<file path="src/rtl/unit_bus_pkg.sv">
// Shared unit codes and one-hot enable constants for the decoder and unit_bus.
package unit_bus_pkg;

    localparam int unsigned DATA_WIDTH_DEF = 8;
    localparam int unsigned ADDR_WIDTH_DEF = 8;

    // Unit codes: bit positions inside the 16-bit ien/oen vectors.
    localparam int unsigned U_NULL   = 0;
    localparam int unsigned U_IR     = 1;
    localparam int unsigned U_PC     = 2;
    localparam int unsigned U_AR     = 3;
    localparam int unsigned U_DR0    = 4;
    localparam int unsigned U_DR1    = 5;
    localparam int unsigned U_CR     = 6;
    localparam int unsigned U_NULL1  = 7;
    localparam int unsigned U_ALU_RE = 8;
    localparam int unsigned U_ALU_AD = 9;
    localparam int unsigned U_MEM_PC = 12;
    localparam int unsigned U_MEM_AR = 13;
    localparam int unsigned U_OTH    = 14;
    localparam int unsigned U_NULL15 = 15;

    typedef logic [15:0] unit_en_t;

    localparam unit_en_t EN_NULL   = 16'h0001;
    localparam unit_en_t EN_IR     = 16'h0002;
    localparam unit_en_t EN_PC     = 16'h0004;
    localparam unit_en_t EN_AR     = 16'h0008;
    localparam unit_en_t EN_DR0    = 16'h0010;
    localparam unit_en_t EN_DR1    = 16'h0020;
    localparam unit_en_t EN_CR     = 16'h0040;
    localparam unit_en_t EN_NULL1  = 16'h0080;
    localparam unit_en_t EN_ALU_RE = 16'h0100;
    localparam unit_en_t EN_ALU_AD = 16'h0200;
    localparam unit_en_t EN_MEM_PC = 16'h1000;
    localparam unit_en_t EN_MEM_AR = 16'h2000;
    localparam unit_en_t EN_OTH    = 16'h4000;
    localparam unit_en_t EN_NULL15 = 16'h8000;

    // Anything that is not exactly one-hot collapses to the NULL unit.
    function automatic unit_en_t norm_en(input unit_en_t v);
        return $onehot(v) ? v : EN_NULL;
    endfunction

endpackage

</file>
<file path="src/rtl/unit_src_mux.sv">
// One-hot source selector: drives the internal bus from the selected unit.
module unit_src_mux
    import unit_bus_pkg::*;
#(
    parameter int DATA_WIDTH = 8
) (
    input  logic [15:0]           i_oen,
    input  logic [DATA_WIDTH-1:0] i_ir,
    input  logic [DATA_WIDTH-1:0] i_pc,
    input  logic [DATA_WIDTH-1:0] i_ar,
    input  logic [DATA_WIDTH-1:0] i_dr0,
    input  logic [DATA_WIDTH-1:0] i_dr1,
    input  logic [DATA_WIDTH-1:0] i_cr,
    input  logic [DATA_WIDTH-1:0] i_alu_re,
    input  logic [DATA_WIDTH-1:0] i_alu_ad,
    input  logic [DATA_WIDTH-1:0] i_oth_rdata,
    output logic [DATA_WIDTH-1:0] o_bus
);

    // NULL, reserved and memory sources contribute nothing, so the bus reads 0.
    logic w_unused;
    assign w_unused = ^{i_oen[U_NULL], i_oen[U_NULL1], i_oen[11:10],
                        i_oen[U_MEM_PC], i_oen[U_MEM_AR], i_oen[U_NULL15]};

    // AND-OR mux; the caller guarantees i_oen is one-hot.
    assign o_bus = ({DATA_WIDTH{i_oen[U_IR]}}     & i_ir)
                 | ({DATA_WIDTH{i_oen[U_PC]}}     & i_pc)
                 | ({DATA_WIDTH{i_oen[U_AR]}}     & i_ar)
                 | ({DATA_WIDTH{i_oen[U_DR0]}}    & i_dr0)
                 | ({DATA_WIDTH{i_oen[U_DR1]}}    & i_dr1)
                 | ({DATA_WIDTH{i_oen[U_CR]}}     & i_cr)
                 | ({DATA_WIDTH{i_oen[U_ALU_RE]}} & i_alu_re)
                 | ({DATA_WIDTH{i_oen[U_ALU_AD]}} & i_alu_ad)
                 | ({DATA_WIDTH{i_oen[U_OTH]}}    & i_oth_rdata);

endmodule

</file>
<file path="src/rtl/unit_bus.sv">
// Execution datapath: one source->target move per accepted instruction,
// architectural registers, and the req/ack handshake to memory.
module unit_bus
    import unit_bus_pkg::*;
#(
    parameter int DATA_WIDTH = 8,
    parameter int ADDR_WIDTH = 8
) (
    input  logic                  clk,
    input  logic                  rst,
    input  logic [15:0]           i_unit_ien,
    input  logic [15:0]           i_unit_oen,
    output logic [DATA_WIDTH-1:0] o_ins,
    output logic                  o_busy,
    output logic                  o_mem_req,
    output logic                  o_mem_we,
    output logic [ADDR_WIDTH-1:0] o_mem_addr,
    output logic [DATA_WIDTH-1:0] o_mem_wdata,
    input  logic [DATA_WIDTH-1:0] i_mem_rdata,
    input  logic                  i_mem_ack,
    output logic [DATA_WIDTH-1:0] o_alu_a,
    output logic [DATA_WIDTH-1:0] o_alu_b,
    input  logic [DATA_WIDTH-1:0] i_alu_re,
    input  logic [DATA_WIDTH-1:0] i_alu_ad,
    input  logic [DATA_WIDTH-1:0] i_oth_rdata,
    output logic [DATA_WIDTH-1:0] o_oth_wdata,
    output logic                  o_oth_we,
    output logic [DATA_WIDTH-1:0] o_cr
);

    localparam logic [1:0] S_IDLE = 2'd0;
    localparam logic [1:0] S_RD   = 2'd1;
    localparam logic [1:0] S_WR   = 2'd2;

    logic [1:0]            r_state;
    logic [15:0]           r_ien;
    logic                  r_rd_pc;
    logic [DATA_WIDTH-1:0] r_wdata;
    logic [DATA_WIDTH-1:0] r_ir, r_pc, r_ar, r_dr0, r_dr1, r_cr;

    logic [15:0]           w_oen, w_ien, w_ld;
    logic [DATA_WIDTH-1:0] w_bus, w_ld_data, w_pc_next;
    logic [ADDR_WIDTH-1:0] w_pc_lo_inc;
    logic                  w_idle, w_mem_src, w_rd_done, w_pc_inc;
    logic                  w_unused;

    assign w_oen     = norm_en(i_unit_oen);
    assign w_ien     = norm_en(i_unit_ien);
    assign w_idle    = (r_state == S_IDLE);
    assign w_mem_src = w_oen[U_MEM_PC] | w_oen[U_MEM_AR];
    assign w_rd_done = (r_state == S_RD) & i_mem_ack;
    assign w_pc_inc  = w_rd_done & r_rd_pc;

    // Increment in the address width so PC wraps mod 2^ADDR_WIDTH.
    assign w_pc_lo_inc = r_pc[ADDR_WIDTH-1:0] + 1'b1;
    assign w_pc_next   = DATA_WIDTH'(w_pc_lo_inc);

    unit_src_mux #(.DATA_WIDTH(DATA_WIDTH)) u_src_mux (
        .i_oen       (w_oen),
        .i_ir        (r_ir),
        .i_pc        (r_pc),
        .i_ar        (r_ar),
        .i_dr0       (r_dr0),
        .i_dr1       (r_dr1),
        .i_cr        (r_cr),
        .i_alu_re    (i_alu_re),
        .i_alu_ad    (i_alu_ad),
        .i_oth_rdata (i_oth_rdata),
        .o_bus       (w_bus)
    );

    // Load strobes: a register move loads on the accept edge, a read loads on its ack.
    always_comb begin
        w_ld      = '0;
        w_ld_data = w_bus;
        if (w_idle && !w_mem_src) begin
            w_ld = w_ien;
        end else if (w_rd_done) begin
            w_ld      = r_ien;
            w_ld_data = i_mem_rdata;
        end
    end

    assign w_unused = ^{w_ld[U_NULL], w_ld[U_NULL1], w_ld[11:8],
                        w_ld[U_MEM_PC], w_ld[U_MEM_AR], w_ld[U_NULL15],
                        r_pc[DATA_WIDTH-1:0], r_ar[DATA_WIDTH-1:0]};

    // Handshake FSM; vectors and bus value are latched on every idle (accept) edge.
    always_ff @(posedge clk) begin
        if (rst) begin
            r_state <= S_IDLE;
            r_ien   <= '0;
            r_rd_pc <= 1'b0;
            r_wdata <= '0;
        end else begin
            case (r_state)
                S_IDLE: begin
                    r_ien   <= w_ien;
                    r_rd_pc <= w_oen[U_MEM_PC];
                    r_wdata <= w_bus;
                    if (w_mem_src)
                        r_state <= S_RD;
                    else if (w_ien[U_MEM_AR])
                        r_state <= S_WR;
                end
                S_RD: begin
                    if (i_mem_ack) begin
                        if (r_ien[U_MEM_AR]) begin
                            r_wdata <= i_mem_rdata;
                            r_state <= S_WR;
                        end else begin
                            r_state <= S_IDLE;
                        end
                    end
                end
                S_WR: begin
                    if (i_mem_ack)
                        r_state <= S_IDLE;
                end
                default: r_state <= S_IDLE;
            endcase
        end
    end

    // Architectural register file; a PC load takes priority over the fetch increment.
    always_ff @(posedge clk) begin
        if (rst) begin
            r_ir  <= '0;
            r_pc  <= '0;
            r_ar  <= '0;
            r_dr0 <= '0;
            r_dr1 <= '0;
            r_cr  <= '0;
        end else begin
            if (w_ld[U_IR])  r_ir  <= w_ld_data;
            if (w_ld[U_AR])  r_ar  <= w_ld_data;
            if (w_ld[U_DR0]) r_dr0 <= w_ld_data;
            if (w_ld[U_DR1]) r_dr1 <= w_ld_data;
            if (w_ld[U_CR])  r_cr  <= w_ld_data;
            if (w_ld[U_PC])
                r_pc <= w_ld_data;
            else if (w_pc_inc)
                r_pc <= w_pc_next;
        end
    end

    assign o_busy      = ~w_idle;
    assign o_mem_req   = ~w_idle;
    assign o_mem_we    = (r_state == S_WR);
    assign o_mem_addr  = ((r_state == S_RD) && r_rd_pc) ? r_pc[ADDR_WIDTH-1:0]
                                                        : r_ar[ADDR_WIDTH-1:0];
    assign o_mem_wdata = r_wdata;
    assign o_oth_we    = w_ld[U_OTH];
    assign o_oth_wdata = w_ld_data;
    assign o_ins       = r_ir;
    assign o_alu_a     = r_dr0;
    assign o_alu_b     = r_dr1;
    assign o_cr        = r_cr;

endmodule
</file>
<file path="config.mk">
export PLATFORM = sky130hd
export DESIGN_NAME = unit_bus
export DESIGN_NICKNAME = d
export VERILOG_FILES = /design/src/rtl/unit_bus_pkg.sv /design/src/rtl/unit_src_mux.sv /design/src/rtl/unit_bus.sv
export SDC_FILE = /design/constraint.sdc
export NUM_CORES = 1
export LEC_CHECK = 0
export CAP_MARGIN = 20
export CORE_UTILIZATION = 48
export CTS_CLUSTER_DIAMETER = 150
export CTS_CLUSTER_SIZE = 8
export DETAILED_ROUTE_END_ITERATION = 10
export PLACE_DENSITY = 0.82
export SLEW_MARGIN = 20
export SYNTH_ARGS = -nofsm -noshare
export SYNTH_HDL_FRONTEND = slang
export SYNTH_SLANG_ARGS = --single-unit
</file>
<file path="constraint.sdc">
create_clock -name clk -period 8.21 [get_ports clk]
set_input_delay 1.2315 -clock clk [delete_from_list [all_inputs] [get_ports clk]]
set_output_delay 1.2315 -clock clk [all_outputs]
set_load 0.05 [all_outputs]
</file>
# [Word-level counts from Yosys, hierarchy flattened]
# Index checks and enable logic that the tools add are counted.
[word_totals] ff_bits=74 output_inout_bits=60
[classes] muxes=18 eq_ne=8 n_reduce_logical=8 addsub=31 bitwise=21
[ops] cell="bitwise AND 8 bit" n=9
[ops] cell="OR 8 bit" n=8
[ops] cell="two-way mux 15 bit" n=4
[ops] cell="two-way mux 8 bit" n=7
[ops] cell="adder 1 x 1 -> 2 bit" n=16
[ops] cell="adder 2 x 2 -> 3 bit" n=8
[ops] cell="adder 3 x 3 -> 4 bit" n=4
[ops] cell="one-hot mux 8 bit (2 select lines)" n=1
[ops] cell="adder 4 x 4 -> 5 bit" n=2
[ops] cell="== test 5 x 1 -> 1 bit (second input constant)" n=2
[ops] cell="two-way mux 2 bit" n=5
[ops] cell="adder 8 x 1 -> 8 bit (second input constant)" n=1
[ops] cell="one-hot mux 2 bit (3 select lines)" n=1
[ops] cell="AND reduction 3 bit" n=2
[ops] cell="!= test 2 bit (second input constant)" n=2
[ops] cell="nonzero test 2 bit" n=2
[ops] cell="!= test 3 x 2 -> 1 bit (second input constant)" n=1
[ops] cell="bitwise AND 1 bit" n=2
[ops] cell="== test 2 x 1 -> 1 bit (second input constant)" n=1
[ops] cell="== test 2 bit (second input constant)" n=1
[ops] cell="logical AND 1 bit" n=2
[ops] cell="zero test 2 bit" n=1
[ops] cell="!= test 2 x 1 -> 1 bit (second input constant)" n=1
[ops] cell="zero test 1 bit" n=1
[ops] cell="2 further kinds" n=2

# [Logic depth before layout (Yosys ltp)]
[logic_depth] word_depth=18 ltp_mapped=17 mapped_depth_nobuf=16

# [Modules after synthesis]
# Synthesis repeated with hierarchy kept, for this count alone.
[hier_totals] cells_unflattened=475 area_unflattened_um2=4490.6
[by_module_without_submodules] mod="unit_bus" area_each_um2=4067.7 instances=1 cells_per_inst=426
[by_module_without_submodules] mod="unit_src_mux" area_each_um2=422.9 instances=1 cells_per_inst=49

# [Worst setup path after synthesis]
# OpenSTA, ideal clock, no wires.
[synth_timing] path_type="input-to-output" start="input i_unit_oen[5]" end="output o_oth_wdata[0]" path_buffers=1 path_slack_ns=1.393 cell_stages=16 t_arrival_ns=5.585 path_cell_list="clkbuf_1 -> inv_1 -> fa_1 -> inv_1 -> fa_1 -> fa_1 -> inv_1 -> fa_1 -> inv_1 -> ha_1 -> fa_1 -> nor4b_2 -> nand2_1 -> nor3_4 -> a22oi_2 -> inv_1"
[synth_between] elab_chain_cells=17 elab_cells_between_ends=28
[synth_lines] item="from (decl)" line="unit_bus.sv:12" text="input logic [15:0] i_unit_oen,"
[synth_lines] item="adder 1 x 1 -> 2 bit (not written as such)" line="unit_bus_pkg.sv:42" text="return $onehot(v) ? v : EN_NULL;"
[synth_lines] item="adder 2 x 2 -> 3 bit (not written as such)" line="unit_bus_pkg.sv:42"
[synth_lines] item="adder 3 x 3 -> 4 bit (not written as such)" line="unit_bus_pkg.sv:42"
[synth_lines] item="adder 4 x 4 -> 5 bit (not written as such)" line="unit_bus_pkg.sv:42"
[synth_lines] item="== test 5 x 1 -> 1 bit" line="unit_bus_pkg.sv:42"
[synth_lines] item="two-way mux 15 bit *" line="unit_bus_pkg.sv:42"
[synth_lines] item="bitwise AND 8 bit (on tied branches)" line="unit_src_mux.sv:26, unit_src_mux.sv:27"
[synth_lines] item="OR 8 bit" line="unit_src_mux.sv:27" text="| ({DATA_WIDTH{i_oen[U_PC]}} & i_pc)"
[synth_lines] item="OR 8 bit" line="unit_src_mux.sv:28" text="| ({DATA_WIDTH{i_oen[U_AR]}} & i_ar)"
[synth_lines] item="OR 8 bit" line="unit_src_mux.sv:29" text="| ({DATA_WIDTH{i_oen[U_DR0]}} & i_dr0)"
[synth_lines] item="OR 8 bit" line="unit_src_mux.sv:30" text="| ({DATA_WIDTH{i_oen[U_DR1]}} & i_dr1)"
[synth_lines] item="OR 8 bit" line="unit_src_mux.sv:31" text="| ({DATA_WIDTH{i_oen[U_CR]}} & i_cr)"
[synth_lines] item="OR 8 bit" line="unit_src_mux.sv:32" text="| ({DATA_WIDTH{i_oen[U_ALU_RE]}} & i_alu_re)"
[synth_lines] item="OR 8 bit" line="unit_src_mux.sv:33" text="| ({DATA_WIDTH{i_oen[U_ALU_AD]}} & i_alu_ad)"
[synth_lines] item="OR 8 bit" line="unit_src_mux.sv:34" text="| ({DATA_WIDTH{i_oen[U_OTH]}} & i_oth_rdata);"
[synth_lines] item="two-way mux 8 bit" line="unit_bus.sv:78" text="end else if (w_rd_done) begin"
[synth_lines] item="two-way mux 8 bit *" line="unit_bus.sv:76" text="if (w_idle && !w_mem_src) begin"
[synth_lines] item="to (decl)" line="unit_bus.sv:26" text="output logic [DATA_WIDTH-1:0] o_oth_wdata,"
# Every way passes the cells marked *; elsewhere a longest branch is shown, timed or not.

# [Worst setup path after layout]
[layout_timing] start="input i_unit_oen[5]" end="output o_oth_we"
[layout_between] elab_chain_cells=10
[layout_lines] item="adder 1 x 1 -> 2 bit (not written as such)" line="unit_bus_pkg.sv:42"
[layout_lines] item="adder 2 x 2 -> 3 bit (not written as such)" line="unit_bus_pkg.sv:42"
[layout_lines] item="adder 3 x 3 -> 4 bit (not written as such)" line="unit_bus_pkg.sv:42"
[layout_lines] item="adder 4 x 4 -> 5 bit (not written as such)" line="unit_bus_pkg.sv:42"
[layout_lines] item="== test 5 x 1 -> 1 bit" line="unit_bus_pkg.sv:42"
[layout_lines] item="two-way mux 15 bit" line="unit_bus_pkg.sv:42"
[layout_lines] item="OR 1 bit" line="unit_bus.sv:50" text="assign w_mem_src = w_oen[U_MEM_PC] | w_oen[U_MEM_AR];"
[layout_lines] item="zero test 1 bit" line="unit_bus.sv:76"
[layout_lines] item="logical AND 1 bit" line="unit_bus.sv:76"
[layout_lines] item="two-way mux 15 bit" line="unit_bus.sv:76"
[layout_lines] item="to (decl)" line="unit_bus.sv:27" text="output logic o_oth_we,"
# No other way between the ends.

==> summary.txt <==
Floorplanning
  – Rows: 33
  – Die ar.: 0.00908 mm²
  – Num ports: 127
  – Starting density of the core: 0.501
  – Core Footprint: 0.00834 mm²
  – Width of the die: 95.3 µm
  – Die Y: 95.3 µm

Route
  – Antenna Nets Post-Route: 0
  – WL/cell: 21.3 µm
  – Vias/cell: 6.61
  – Drt drc: 0
  – Via count: 4440
  – 1st-iter DRT viols: 477
  – Final wirelength: 14.3 mm
  – DRT Pass-1 Iters: 6

Place
  – Pre-CTS setup slack: 438 ps
  – Port buffer count: 126
  – Routability Congestion: 0.973
  – Dpl hpwl: 10.6 mm

Setup path
  – FF-to-FF path depth: 6
  – RR Startpoint: r_state[1]
  – Worst r2r dst: o_alu_b[1]
  – Startpoint Class: input pin
  – R2R Setup Slk: 5720 ps
  – Crit path DAT: 6560 ps
  – Critical Path Fanout Max: 9
  – CP endpoint kind: primary output
  – CP required: 6980 ps
  – WS Path Type: input pin to primary output

Clocking
  – Post-CTS Resized: 0
  – Worst skew pair latency: 350 ps
  – Hold_buf cts: 0
  – Worst-path clk slew: 80 ps
  – Setup bufs post-CTS: 0
  – Root buffer cell: clkbuf_8
  – CTS max path bufs: 2
  – Clk sink count: 67
  – CTS tree: built
  – H-tree Lvls: 3
  – CTS Buf Count: 9

Synth
  – Number of flops mapped to enable cells by yosys: 0
  – Mapped Nets: 550
  – FFs w/ async S/R, synth: 0
  – Syn Std Cell Area: 0.00418 mm²
  – Cells after Synth: 452
  – Synth area leaders: dfxtp_1, a221oi_1, fa_1
  – Commonest cells in the synthesized netlist: dfxtp_1, a221oi_1, a21oi_1, inv_1, clkbuf_1
  – Yosys warns: 0
  – Count leader, synth: dfxtp_1
  – Synth area leader: dfxtp_1
  – Post-synth top area share: 0.321
  – Yosys reg bits: 67
  – Sequential element share of the synthesized area: 0.321
  – Top FF cell, synth: dfxtp_1
  – Yosys cell types: 51
  – Mean Syn Cell Area: 9.25 µm²

GRT
  – First-pass GRT wire length: 22.4 mm
  – Pin count of the biggest net entering global routing: 68
  – All-Layer GR Usage: 0.328
  – Remaining Overflow, GRT: 0
  – Antenna violations before repair: 0
  – Vias in the first global route: 4281

Status
  – Status: complete, no violations

Hold path
  – Hold Path Class: flop to flop
  – Hold path cells: 2
  – Hold Path End: r_ien[14]
  – Min-delay src: r_ien[14]

Pwr
  – Peak supply drop: 0.252 mV
  – Power Density: 376 mW/mm²
  – Static Leak: 2.17 nW

STA
  – Headroom to the max-slew limit: 0.504
  – Fmax: 128 MHz
  – Worst Tran Pin Value: 743 ps
  – Final setup TNS: 0 ps
  – Clock skew: 11.7 ps
  – RSZ-0062 raised after global routing: false
  – Setup Viol. Count Final: 0
  – Final worst path period share: 0.949
  – Final hold vios: 0
  – Worst Setup Slack, final: 422 ps
  – Final Max Slew Viols: 0
  – Post-layout min period: 7790 ps

Cells and area
  – FILL cells: 671
  – Diodes inserted: 0
  – Area growth, synth to finish: 35.5%
  – Nets: 660
  – Layout cell share with drive strength beyond 1: 0.116
  – Final core utilization: 0.679

Run
  – Maxcap violations: 0
## logic make-up (layout without fill, tap and decap cells)
group                    after synthesis  count (layout)  synth area share
AO/OA/AOI/OAI                        169             169             0.311
XOR/XNOR                               7               7            0.0147
adder cells (fa/ha/maj)               31              31             0.129
buffers and inverters                 84             199            0.0829
flip-flops                            67              67             0.321
multiplexers                           9               9            0.0240
AND/OR/NAND/NOR                       85              85             0.117
## worst max path at each step
stage                      to  slack, ps           from  cells after the start
2_1_floorplan  o_oth_wdata[0]       1390  i_unit_oen[5]                     16
3_3_place_gp         o_oth_we        530  i_unit_oen[5]                     16
3_5_place_dp         o_oth_we        440  i_unit_oen[5]                     16
4_1_cts              o_oth_we        420  i_unit_oen[5]                     16
5_1_grt        o_oth_wdata[3]        230  i_unit_oen[5]                     17
6_report             o_oth_we        420  i_unit_oen[5]                     16
## area by class of cell
type | count | area (µm²) | area share
multi-input combinational | 301 | 2490 | 0.440
clock inverter | 5 | 60.1 | 0.0106
tap | 105 | 131 | 0.0232
inverter | 48 | 180 | 0.0318
sequential | 67 | 1340 | 0.237
clock buffer | 11 | 151 | 0.0267
timing repair buffer | 135 | 1310 | 0.231
## worst max-delay path, stage by stage
cell             delay (ps)
clkdlybuf4s50_1         740
inv_1                   120
fa_1                    550
inv_1                    50
fa_1                    470
fa_1                    530
inv_1                    50
fa_1                    470
inv_1                    50
ha_1                    200
fa_1                    450
nor4b_2                 350
o211a_1                 240
nand2_2                  70
a32o_1                  260
clkdlybuf4s50_1         700
## routing by layer
metal,routed length (µm),share of wire,vias to the layer above,GRT usage
met2,6680,0.47,308,0.521
met4,391,0.027,0,0.125
met5,0,0,-,0
met3,1590,0.11,44,0.0758
met1,5670,0.40,2140,0.433
li1,-,-,1948,-
## power by group
| part | switching (mW) | internal, mW |
|---|---|---|
| Clock | 0.137 | 0.158 |
| Sequential | 0.105 | 0.416 |
| Combinational | 0.850 | 0.460 |
| Total | 1.09 | 1.03 |
## per-stage QoR
stage	std cells	cell area [µm²]	power [mW]	hold slack (ps)
3_5_place_dp	656	5450	1.81	452
5_1_grt	672	5660	2.24	485
6_report	672	5660	2.13	465
2_1_floorplan	452	4180	1.41	431
4_1_cts	672	5660	2.11	463
3_3_place_gp	656	5450	1.78	438
## sequential cells by signal, indices dropped and copies added, names as in the netlist
signal       cells
o_mem_wdata      8
r_ar             8
o_alu_b          8
r_rd_pc          1
o_cr             8
r_state          2
o_alu_a          8
r_pc             8
o_ins            8
r_ien            8
## layout by cell type, fill, tap and decap left out, types with 12 or more instances in the layout
master	synthesis	final
nand3_1	20	20
a21oi_1	58	58
nor3_1	12	12
clkdlybuf4s50_1	0	117
nand2_1	18	18
inv_1	48	48
fa_1	20	20
buf_4	3	18
a221oi_1	62	62
dfxtp_1	67	67
Note: power is estimated with default switching activity, not from simulation.
